**config.mk**
```make
export PLATFORM = sky130hd
export DESIGN_NAME = led_seq_ctrl
export DESIGN_NICKNAME = d
export VERILOG_FILES = /design/src/rtl/led_seq_ctrl.sv
export SDC_FILE = /design/constraint.sdc
export NUM_CORES = 1
export LEC_CHECK = 0
export ABC_AREA = 1
export CAP_MARGIN = 20
export CORE_MARGIN = 2
export CORE_UTILIZATION = 35
export CTS_CLUSTER_DIAMETER = 120
export DETAILED_ROUTE_END_ITERATION = 10
export PLACE_DENSITY = 0.53
export SLEW_MARGIN = 20
export SYNTH_ARGS = -nofsm -noshare
export SYNTH_HDL_FRONTEND = slang
export SYNTH_SLANG_ARGS = --single-unit
```
**constraint.sdc**
```tcl
create_clock -name clk -period 3.97 [get_ports clk]
set_input_delay 0.794 -clock clk [delete_from_list [all_inputs] [get_ports clk]]
set_output_delay 0.794 -clock clk [all_outputs]
set_load 0.01 [all_outputs]
```
**src/rtl/led_seq_ctrl.sv**
```systemverilog
// LED sequencer: prescaler tick-enable drives blink/sweep patterns, otherwise LEDs mirror pb.
// Optional macro LED_SEQ_PB_ABORT_EN: any pressed button aborts a running pattern.
module led_seq_ctrl #(
  parameter int unsigned TICK_DIV    = 13500000,
  parameter int unsigned BLINK_COUNT = 3,
  parameter logic [3:0]  SWEEP_KEY   = 4'b1001
) (
  input  logic       clk,
  input  logic       rst,
  input  logic [3:0] dip,
  input  logic [3:0] pb,
  output logic [3:0] led,
  output logic       busy,
  output logic       tick
);

  localparam int unsigned CW         = $clog2(TICK_DIV);
  localparam logic [CW-1:0] CNT_LAST = CW'(TICK_DIV - 1);
  localparam logic [3:0] PHASE_LAST  = 4'(2 * BLINK_COUNT - 1);

  typedef enum logic [2:0] {S_PASS, S_BLINK, S_UP, S_DN, S_HOLD} state_t;

  state_t        state_q, state_d;
  logic [3:0]    led_q, led_d;
  logic [3:0]    dip_q, dip_d;
  logic [3:0]    phase_q, phase_d;
  logic [CW-1:0] cnt_q, cnt_d;
  logic          busy_q, busy_d;
  logic          restart;

  assign tick    = (cnt_q == CNT_LAST);
  assign restart = (dip != dip_q);
  assign led     = led_q;
  assign busy    = busy_q;

  always_comb begin
    state_d = state_q;
    led_d   = led_q;
    phase_d = phase_q;
    dip_d   = dip;
    cnt_d   = tick ? '0 : cnt_q + 1'b1;

    if (restart) begin
      cnt_d = '0;
      if (dip == SWEEP_KEY) begin
        state_d = S_UP;
        led_d   = 4'b0001;
      end else begin
        state_d = S_BLINK;
        led_d   = 4'b1111;
        phase_d = 4'd0;
      end
    end else begin
      case (state_q)
        S_PASS, S_HOLD: led_d = pb;
        S_BLINK: begin
          if (tick) begin
            phase_d = phase_q + 4'd1;
            led_d   = phase_d[0] ? 4'b0000 : 4'b1111;
            // Burst exit hands the LEDs straight back to the buttons.
            if (phase_q == PHASE_LAST) begin
              state_d = S_PASS;
              led_d   = pb;
            end
          end
        end
        S_UP: begin
          if (tick) begin
            if (led_q == 4'b1000) begin
              state_d = S_DN;
              led_d   = 4'b0100;
            end else begin
              led_d = led_q << 1;
            end
          end
        end
        S_DN: begin
          if (tick) begin
            if (led_q == 4'b0000) begin
              state_d = S_HOLD;
              led_d   = pb;
            end else begin
              led_d = led_q >> 1;
            end
          end
        end
        default: state_d = S_PASS;
      endcase
`ifdef LED_SEQ_PB_ABORT_EN
      if (busy_q && (pb != 4'b0000)) begin
        state_d = S_PASS;
        led_d   = pb;
      end
`else
`endif
    end

    busy_d = (state_d == S_BLINK) || (state_d == S_UP) || (state_d == S_DN);
  end

  always_ff @(posedge clk) begin
    if (rst) begin
      state_q <= S_PASS;
      led_q   <= 4'b0000;
      dip_q   <= 4'b0000;
      phase_q <= 4'd0;
      cnt_q   <= '0;
      busy_q  <= 1'b0;
    end else begin
      state_q <= state_d;
      led_q   <= led_d;
      dip_q   <= dip_d;
      phase_q <= phase_d;
      cnt_q   <= cnt_d;
      busy_q  <= busy_d;
    end
  end

endmodule
```
# After elaboration in Yosys (flattened, before gate mapping)
# Cells that the tools add are included.
[totals]
register_bits = 40
input_bits = 10
output_inout_bits = 6
word_cells = 58
[classes]
add_sub_neg = 2
eq_ne = 16
muxes = 23
n_reduce_logical = 11
[ops]
columns = ["cell", "n"]
rows = [
  ["4-bit two-way mux", 13],
  ["24-bit by 1-bit adder with 24-bit output (second input constant)", 1],
  ["24-bit == test (second input constant)", 1],
  ["3-bit two-way mux", 7],
  ["4-bit one-hot mux with 4 select lines", 1],
  ["3-bit by 2-bit == test with 1-bit output (second input constant)", 4],
  ["3-bit one-hot mux with 4 select lines", 1],
  ["3-bit != test (second input constant)", 3],
  ["4-bit == test (second input constant)", 2],
  ["3-bit by 1-bit == test with 1-bit output (second input constant)", 2],
  ["5-bit nonzero test", 1],
  ["4-bit by 1-bit adder with 4-bit output (second input constant)", 1],
  ["4-bit by 3-bit == test with 1-bit output (second input constant)", 1],
  ["4-bit zero test", 1],
  ["4-bit != test", 1],
  ["4-bit AND reduction", 1],
  ["2-bit nonzero test", 2],
  ["3-bit == test (second input constant)", 1],
  ["3-bit zero test", 1],
  ["3-bit AND reduction", 1],
  ["3-bit OR reduction", 1],
  ["1-bit logical OR", 2],
  ["2-bit two-way mux", 1],
  ["2-bit != test (second input constant)", 1],
  ["2-bit OR reduction", 1],
]

# Logic depth before layout (Yosys ltp)
# Gate-level depths: netlist (run 1).
[logic_depth]
word_depth = 8
ltp_mapped = 12
ltp_nobuf = 12

# Worst setup path after synthesis (run 1)
# No wires, ideal clock.
[synth_path]
path_kind = "register -> output"
from = "reg cnt_q[0]"
to = "out tick"
arrival_ns = 1.076
required_time_ns = 3.176
setup_slack_ns = 2.100
path_stages_with_launch = 6
cell_sequence = "dfxtp_1 -> ha_1 -> nand3_2 -> inv_1 -> nand4_1 -> nor2_1"
[synth_between]
elab_chain_cells = 1
[synth_lines]
columns = ["item", "line", "text"]
rows = [
  ["from (decl)", "27", "logic [CW-1:0] cnt_q, cnt_d;"],
  ["from (signal assigned)", "114", "cnt_q <= cnt_d;"],
  ["24-bit == test", "31", "assign tick = (cnt_q == CNT_LAST);"],
  ["to (decl)", "14", "output logic tick"],
]
# Every way passes these cells.

# Worst setup path after layout (run 1)
# Same ends and word-level chain as after synthesis.

==> impl_metrics.tcl, run 1 <==
set metrics [dict create \
    syn_area_mm2 0.00223 \
    post_cts_buffers 0 \
    synth_area_per_cell_um2 6.72 \
    ctsHoldBuffers 0 \
    drive_gt1_frac 0.0822 \
    vias 2056 \
    post-route-util 0.409 \
    crit_path_start "cnt_q[0]" \
    cp_num_buf_inv 2 \
    clock_skew_ns 0.0104 \
    wl_met2_mm 2.43 \
    coreArea_mm2 0.00624 \
    rsz0062_at_grt "false" \
    ys_warn_count 0 \
    worst-r2r-setup-slack_ns 1.81 \
    area_delta_synth_final_pct 14.2 \
    tns_ns 0 \
    worstSetupPathType "flop to primary output" \
    synthDistinctLibCells 32 \
    nFillCells 686 \
    r2r_cells 7 \
    dieHeight_um 83.9 \
    cap_violations 0 \
    worst-path-max-fanout 6 \
    status "complete, no violations" \
    max_freq_mhz 353 \
    report.final.setup_viol 0 \
    io_pins 16 \
    synth_most_common_cell "nand2_1" \
    synthTopCellsByCount "nand2_1, nor2_1, inv_1, dfxtp_1, a21oi_1" \
    slowest_stage "clkdlybuf4s50_1" \
    cts.sinks 40 \
    hold_path.class "flop to flop" \
    leakage_uw 0.000992 \
    clk_latency_ns 0.30 \
    vias_per_cell 4.78 \
    worst_slew_margin_rel 0.588 \
    grtUsageTotal 0.155 \
    ir_drop_v 0.000211 \
    row_count 29 \
    drv_slew 0 \
    htree_num_levels 2 \
    synth_ff_type "dfxtp_1" \
    diodes 0 \
    yosysTopAreaCell "dfxtp_1" \
    gp_congestion 0.901 \
    critPathLaunchType "flop" \
    cts_root_buffer "clkbuf_8" \
    nets 365 \
    initial_utilization 0.358 \
    drc_errors 0 \
    die_width_um 83.9 \
    pwr_density_cell_mw_per_mm2 299 \
    period_needed_ns 2.83 \
    cts_made_buffers 5 \
    synth.yosys.seq_area_share 0.359 \
    hold_violations 0 \
    slowest_delay_ns 0.53 \
    hold_start "cnt_q[19]" \
    firstDrtPassIters 4 \
    wl_met3_um 148 \
    grt_max_degree 15 \
    worstHoldEndpoint "cnt_q[19]" \
    fin_crit_sh 0.713 \
    first_global_vias 1949 \
    syn_nets 345 \
    drtIter0Drc 111 \
    synthTopCellsByArea "dfxtp_1, nand2_1, nor2_1" \
    syn_inst 332 \
    drtAntennaViolNets 0 \
    wl_met1_mm 2.49 \
    grt_pass1_wl_mm 8.82 \
    r2r_end "cnt_q[20]" \
    grt-ovfl-total 0 \
    clk_pin_slew_ns 0.08 \
    tritoncts "done" \
    yosysTopAreaCellShare 0.359 \
    dp_hpwl_mm 3.92 \
    end_kind "primary output" \
    crit_arrival_ns 2.04 \
    cts_buffer_depth 2 \
    crit_chain "ha_1, nand3_2, inv_1, nand4_1, nor2_1, clkdlybuf4s50_1" \
    maxUsedRoutingLayer "met4" \
    totalWireLength_mm 5.11 \
    portBuffers 15 \
    ys_ff_latch 40 \
    synth_edf_count 0 \
    tightest_slew_ns 0.616 \
    cts-resized-gates 0 \
    hold_depth 2 \
    antenna_found_initial 0 \
    cp_top_family "buffers and inverters" \
    routedWlPerCell_um 11.9 \
    timing.rr.start "cnt_q[0]" \
    dieArea_mm2 0.00703 \
    synth-async-reset-ratio 0 \
    critPathRequiredTime_ns 3.18 \
]
## registers in the layout, summed over array words and instances, names as in the netlist
| signal | cells |
|---|---|
| led | 4 |
| state_q | 3 |
| busy | 1 |
| cnt_q | 24 |
| phase_q | 4 |
| dip_q | 4 |
## where the power goes
group,total (µW),internal [µW],leakage [µW],switching [µW]
clock,283,142,0.0000455,141
combinational,63.5,28.9,0.000621,34.6
sequential,416,409,0.000326,7.58
total,763,580,0.000992,184
## per-layer routing
layer  vias to the layer above  GRT usage
met3                         2     0.0465
met5                         -          0
met4                         0     0.0440
met1                       922      0.190
li1                       1105          -
met2                        27      0.263
## kinds of logic after synthesis
logic type                 share of synthesized area
xor gates and xnor gates                      0.0392
AOI/OAI and AO/OA                              0.102
and+or+nand+nor                                0.390
buffers and inverters                         0.0930
DFF                                            0.359
adders and majority gates                     0.0168
## cell type report
type	count	area [µm²]	share of cell area
multi-input cells	242	1220	0.480
flip-flops and latches	40	801	0.314
clock buffers	8	90.1	0.0353
inverters	46	174	0.0682
well taps	77	96.3	0.0378
repair buffers	17	165	0.0648
## worst max path at each step
stage                endpoint  slack [ns]  depth (start not counted)
floorplan                tick        2.10                          5
global placement    cnt_q[14]        1.05                         10
detailed placement  cnt_q[14]        1.03                         10
CTS                      tick        1.12                          6
global route             tick        0.93                          6
finish                   tick        1.14                          6
## cell usage in the layout, fill, tap and decap left out
master | netlist | routed
a21oi_1 | 23 | 23
a21oi_2 | 1 | 1
and3_1 | 2 | 2
buf_4 | 1 | 2
clkbuf_1 | 1 | 2
clkbuf_8 | 0 | 6
clkdlybuf4s50_1 | 0 | 15
clkinv_2 | 1 | 1
dfxtp_1 | 40 | 40
ha_1 | 3 | 3
inv_1 | 44 | 44
inv_2 | 1 | 1
nand2_1 | 65 | 65
nand2_2 | 5 | 5
nand2_4 | 2 | 2
nand3_1 | 22 | 22
nand3_2 | 1 | 1
nand3b_1 | 1 | 1
nand4_1 | 9 | 9
nor2_1 | 55 | 55
nor2_2 | 1 | 1
nor2_4 | 5 | 5
nor3_1 | 12 | 12
nor3_2 | 1 | 1
nor3b_2 | 1 | 1
o21a_1 | 3 | 3
o21ai_0 | 14 | 14
o21ai_1 | 1 | 1
o22ai_1 | 1 | 1
or2_0 | 2 | 2
or2_2 | 2 | 2
xnor2_1 | 3 | 3
xor2_1 | 7 | 7
## tightest hold or removal path, delay by kind of cell (launching register included)
kind | cells | cell delay (ns)
DFF | 1 | 0.33
and+or+nand+nor | 1 | 0.07
AOI/OAI and AO/OA | 1 | 0.05
## through the flow
stage	area [µm²]	hold slack, ns	setup WS (ns)	total power, µW	cells
3_3_place_gp	2460	0.481	1.05	490	422
5_1_grt	2550	0.519	0.930	800	430
2_1_floorplan	2230	0.452	2.10	462	332
6_report	2550	0.497	1.14	763	430
3_5_place_dp	2460	0.483	1.03	489	422
4_1_cts	2550	0.495	1.12	774	430
Power figures use the tool's default switching activity.
==> run 2, diff against run 1 <==
- clock period: 3.97 -> 2.9 ns (I/O delays scaled with it)
==> impl_metrics.tcl, run 2 (synthesis results as in run 1) <==
set metrics [dict create \
    hold_violations 0 \
    io_pins 16 \
    crit_arrival_ns 2.02 \
    post-route-util 0.413 \
    layout_commonest_cell "nand2_1" \
    cts.sinks 40 \
    first_global_vias 2013 \
    grt_max_degree 13 \
    p_total_uw 1110 \
    timing.rr.start "cnt_q[0]" \
    vias_per_cell 4.78 \
    antenna_found_initial 0 \
    totalWireLength_mm 5.05 \
    initial_utilization 0.358 \
    grtUsageTotal 0.155 \
    crit_chain "ha_1, nand3_2, inv_1, nand4_1, nor2_1, clkdlybuf4s50_1" \
    portBuffers 15 \
    drc_errors 0 \
    drtAntennaViolNets 0 \
    vias 2061 \
    worst_slew_margin_rel 0.622 \
    clock_skew_ns 0.00872 \
    r2r_cells 7 \
    cts_root_buffer "clkbuf_8" \
    clk_pin_slew_ns 0.08 \
    nFillCells 684 \
    drtIter0Drc 89 \
    r2r_end "cnt_q[20]" \
    drv_slew 0 \
    firstDrtPassIters 4 \
    fin_crit_sh 0.897 \
    final_cell_mix "nand2_1, nor2_1, inv_1" \
    clk_latency_ns 0.29 \
    drive_gt1_frac 0.0876 \
    dp_hpwl_mm 3.97 \
    worstSetupEndpoint "tick" \
    cap_violations 0 \
    cp_top_family "buffers and inverters" \
    slowest_stage "clkdlybuf4s50_1" \
    dieHeight_um 83.9 \
    period_needed_ns 2.60 \
    dpl.cell_count 423 \
    gp_congestion 0.860 \
    rsz0062_at_grt "false" \
    cts_made_buffers 5 \
    timing.hold.ws_ns 0.500 \
    max_freq_mhz 385 \
    slowest_delay_ns 0.54 \
    ir_drop_v 0.000237 \
    worst-r2r-setup-slack_ns 0.79 \
    cp_num_buf_inv 2 \
    worstSetupPathType "flop to primary output" \
    status "complete, no violations" \
    htree_num_levels 2 \
    coreArea_mm2 0.00624 \
    dieArea_mm2 0.00703 \
    nets 366 \
    end_kind "primary output" \
    leakage_uw 0.00101 \
    grt_pass1_wl_mm 8.92 \
    tns_ns 0 \
    tightest_slew_ns 0.566 \
    largest_reg_flops 24 \
    critPathRequiredTime_ns 2.32 \
    tritoncts "done" \
    critPathLaunchType "flop" \
    diodes 0 \
    cts-resized-gates 0 \
    routedWlPerCell_um 11.7 \
    row_count 29 \
    ctsHoldBuffers 0 \
    report.final.setup_viol 0 \
    path_depth 6 \
    area_delta_synth_final_pct 15.4 \
    pwr_density_cell_mw_per_mm2 432 \
    top_register "cnt_q" \
    worst-path-max-fanout 6 \
    cts_buffer_depth 2 \
    die_width_um 83.9 \
    hold_path.class "flop to flop" \
    grt-ovfl-total 0 \
    post_cts_buffers 0 \
    final_cells 431 \
    crit_path_start "cnt_q[0]" \
]
[run 2: cell types whose count changed in the layout (fill, tap and decap cells not counted)]
cell	change
clkinv_2	+1
clkbuf_1	-1
clkbuf_8	-1
bufinv_16	+1
buf_4	+1
[run 2: final cells by class]
cell class	instances	area [µm²]	share of cell area
multi-input cells	242	1220	0.475
well taps	77	96.3	0.0374
clock buffers	6	72.6	0.0282
clock inverters	2	35.0	0.0136
flip-flops and latches	40	801	0.311
repair buffers	18	173	0.0671
inverters	46	174	0.0675
[run 2: worst reg2reg max path: stages (launching register included)]
cell	delay, ns
dfxtp_1	0.43
ha_1	0.24
nand3_2	0.17
nor2_2	0.24
nand2_2	0.11
nand3_1	0.41
inv_1	0.20
and3_1	0.22
[run 2: worst min-delay path by stage]
stage | slack (ns) | startpoint | endpoint | cells after the start
3_3_place_gp | 0.49 | cnt_q[0] | cnt_q[0] | 1
3_5_place_dp | 0.49 | cnt_q[19] | cnt_q[19] | 2
5_1_grt | 0.52 | cnt_q[22] | cnt_q[22] | 2
2_1_floorplan | 0.45 | cnt_q[0] | cnt_q[0] | 1
6_report | 0.50 | cnt_q[19] | cnt_q[19] | 2
4_1_cts | 0.50 | cnt_q[19] | cnt_q[19] | 2
[run 2: through the flow]
stage                     cell area, µm²  setup slack (ns)
after CTS                           2570             0.263
after detailed placement            2470             0.384
final                               2570             0.299
after global routing                2570             0.167
after global placement              2470             0.414
after floorplan                     2230              1.24
[run 2: metal layers]
| layer | GRT usage | routed length, µm | vias to the layer above |
|---|---|---|---|
| li1 | - | - | 1103 |
| met1 | 0.178 | 2340 | 917 |
| met2 | 0.273 | 2420 | 29 |
| met3 | 0.0356 | 149 | 12 |
| met4 | 0.0660 | 140 | 0 |
| met5 | 0 | 0 | - |
[run 2: power by group]
part,internal (µW),total (µW),switching [µW]
Sequential,560,570,9.94
Clock,256,456,200
Combinational,40.4,88.3,47.9
Total,856,1110,258
==> run 3, diff against run 2 <==
- GPL_TIMING_DRIVEN: default -> 0
==> impl_metrics.tcl, run 3 (synthesis results as in run 1) <==
set metrics [dict create \
    place_area_mm2 0.00248 \
    pwr_density_cell_mw_per_mm2 405 \
    cts_buffer_depth 2 \
    vias 2080 \
    clock_skew_ns 0.00808 \
    cap_violations 0 \
    ctsHoldBuffers 0 \
    drive_gt1_frac 0.0845 \
    tritoncts "done" \
    slowest_stage "clkdlybuf4s50_1" \
    htree_num_levels 2 \
    dieArea_mm2 0.00703 \
    layout_commonest_cell "nand2_1" \
    period_needed_ns 2.63 \
    slowest_delay_ns 0.54 \
    dieHeight_um 83.9 \
    vias_per_cell 4.81 \
    area_delta_synth_final_pct 15.1 \
    drtIter0Drc 84 \
    critPathRequiredTime_ns 2.32 \
    critPathLaunchType "flop" \
    routedWlPerCell_um 11.6 \
    final_cell_mix "nand2_1, nor2_1, inv_1" \
    firstDrtPassIters 4 \
    worstSetupPathType "flop to primary output" \
    drv_slew 0 \
    tightest_slew_ns 0.432 \
    dp_hpwl_mm 3.89 \
    diodes 0 \
    grt-ovfl-total 0 \
    gp_congestion 0.836 \
    totalWireLength_mm 5.00 \
    hold_path.class "flop to flop" \
    leakage_uw 0.00100 \
    post_cts_buffers 0 \
    drc_errors 0 \
    grt_max_degree 12 \
    worst_slew_margin_rel 0.712 \
    worst-path-max-fanout 6 \
    top_register "cnt_q" \
    fin_crit_sh 0.906 \
    grt_pass1_wl_mm 8.86 \
    cts_root_buffer "clkbuf_8" \
    antenna_found_initial 0 \
    die_width_um 83.9 \
    row_count 29 \
    cts_made_buffers 5 \
    fin_area_mm2 0.00257 \
    status "complete, no violations" \
    ir_drop_v 0.000198 \
    nets 367 \
    largest_reg_flops 24 \
    cts-resized-gates 0 \
    tns_ns 0 \
    rsz0062_at_grt "false" \
    nFillCells 666 \
    hold_violations 0 \
    cts.sinks 40 \
    drtAntennaViolNets 0 \
    worst-r2r-setup-slack_ns 1.05 \
    clk_pin_slew_ns 0.07 \
    crit_arrival_ns 2.05 \
    crit_chain "ha_1, nand3_2, inv_1, nand4_1, nor2_1, clkdlybuf4s50_1" \
    io_pins 16 \
    end_kind "primary output" \
    initial_utilization 0.358 \
    clk_latency_ns 0.29 \
    coreArea_mm2 0.00624 \
    first_global_vias 2009 \
    grtUsageTotal 0.153 \
    report.final.setup_viol 0 \
    max_freq_mhz 381 \
    portBuffers 15 \
]
==> run 3: worst max-delay path: cells and delay by family (launching register included) <==
kind	cells	cell delay, ns
adders and majority gates	1	0.24
and+or+nand+nor	3	0.41
DFF	1	0.44
buffers and inverters	2	0.68
==> run 3: metal layers <==
| metal | global-route usage | wire [µm] | vias up |
|---|---|---|---|
| met3 | 0.0336 | 183 | 9 |
| met4 | 0.0469 | 80 | 0 |
| met2 | 0.266 | 2380 | 37 |
| met5 | 0 | 0 | - |
| li1 | - | - | 1106 |
| met1 | 0.189 | 2360 | 928 |
==> run 3: area by class of cell <==
class | instances | area [µm²] | area share
plain buffers | 4 | 33.8 | 0.0132
clock buffers | 8 | 90.1 | 0.0351
inverters | 46 | 174 | 0.0677
multi-input cells | 242 | 1220 | 0.476
flip-flops and latches | 40 | 801 | 0.312
well taps | 77 | 96.3 | 0.0375
repair buffers | 15 | 150 | 0.0585
==> run 3: where the power goes <==
part / internal, µW / leakage, µW / switching (µW)
Combinational: 40.9 / 0.000630 / 49.0
Sequential: 560 / 0.000326 / 9.79
Clock: 194 / 0.0000455 / 187
==> run 3: final timing paths <==
kind / startpoint / end / depth (start not counted)
worst max register to register: cnt_q[0] / cnt_q[20] / 9
worst min-delay path: cnt_q[19] / cnt_q[19] / 2
worst max-delay path: cnt_q[0] / tick / 6
worst min register to register: cnt_q[19] / cnt_q[19] / 2
==> run 3: metrics by stage <==
stage	cells	worst slack [ns]	utilization	hold WS [ns]	total power, µW
floorplan	332	1.24	-	0.452	632
global placement	424	0.587	0.397	0.482	673
detailed placement	424	0.583	0.397	0.485	673
CTS	432	0.254	0.412	0.497	1060
global route	432	0.122	0.412	0.520	1100
finish	432	0.273	0.412	0.493	1040
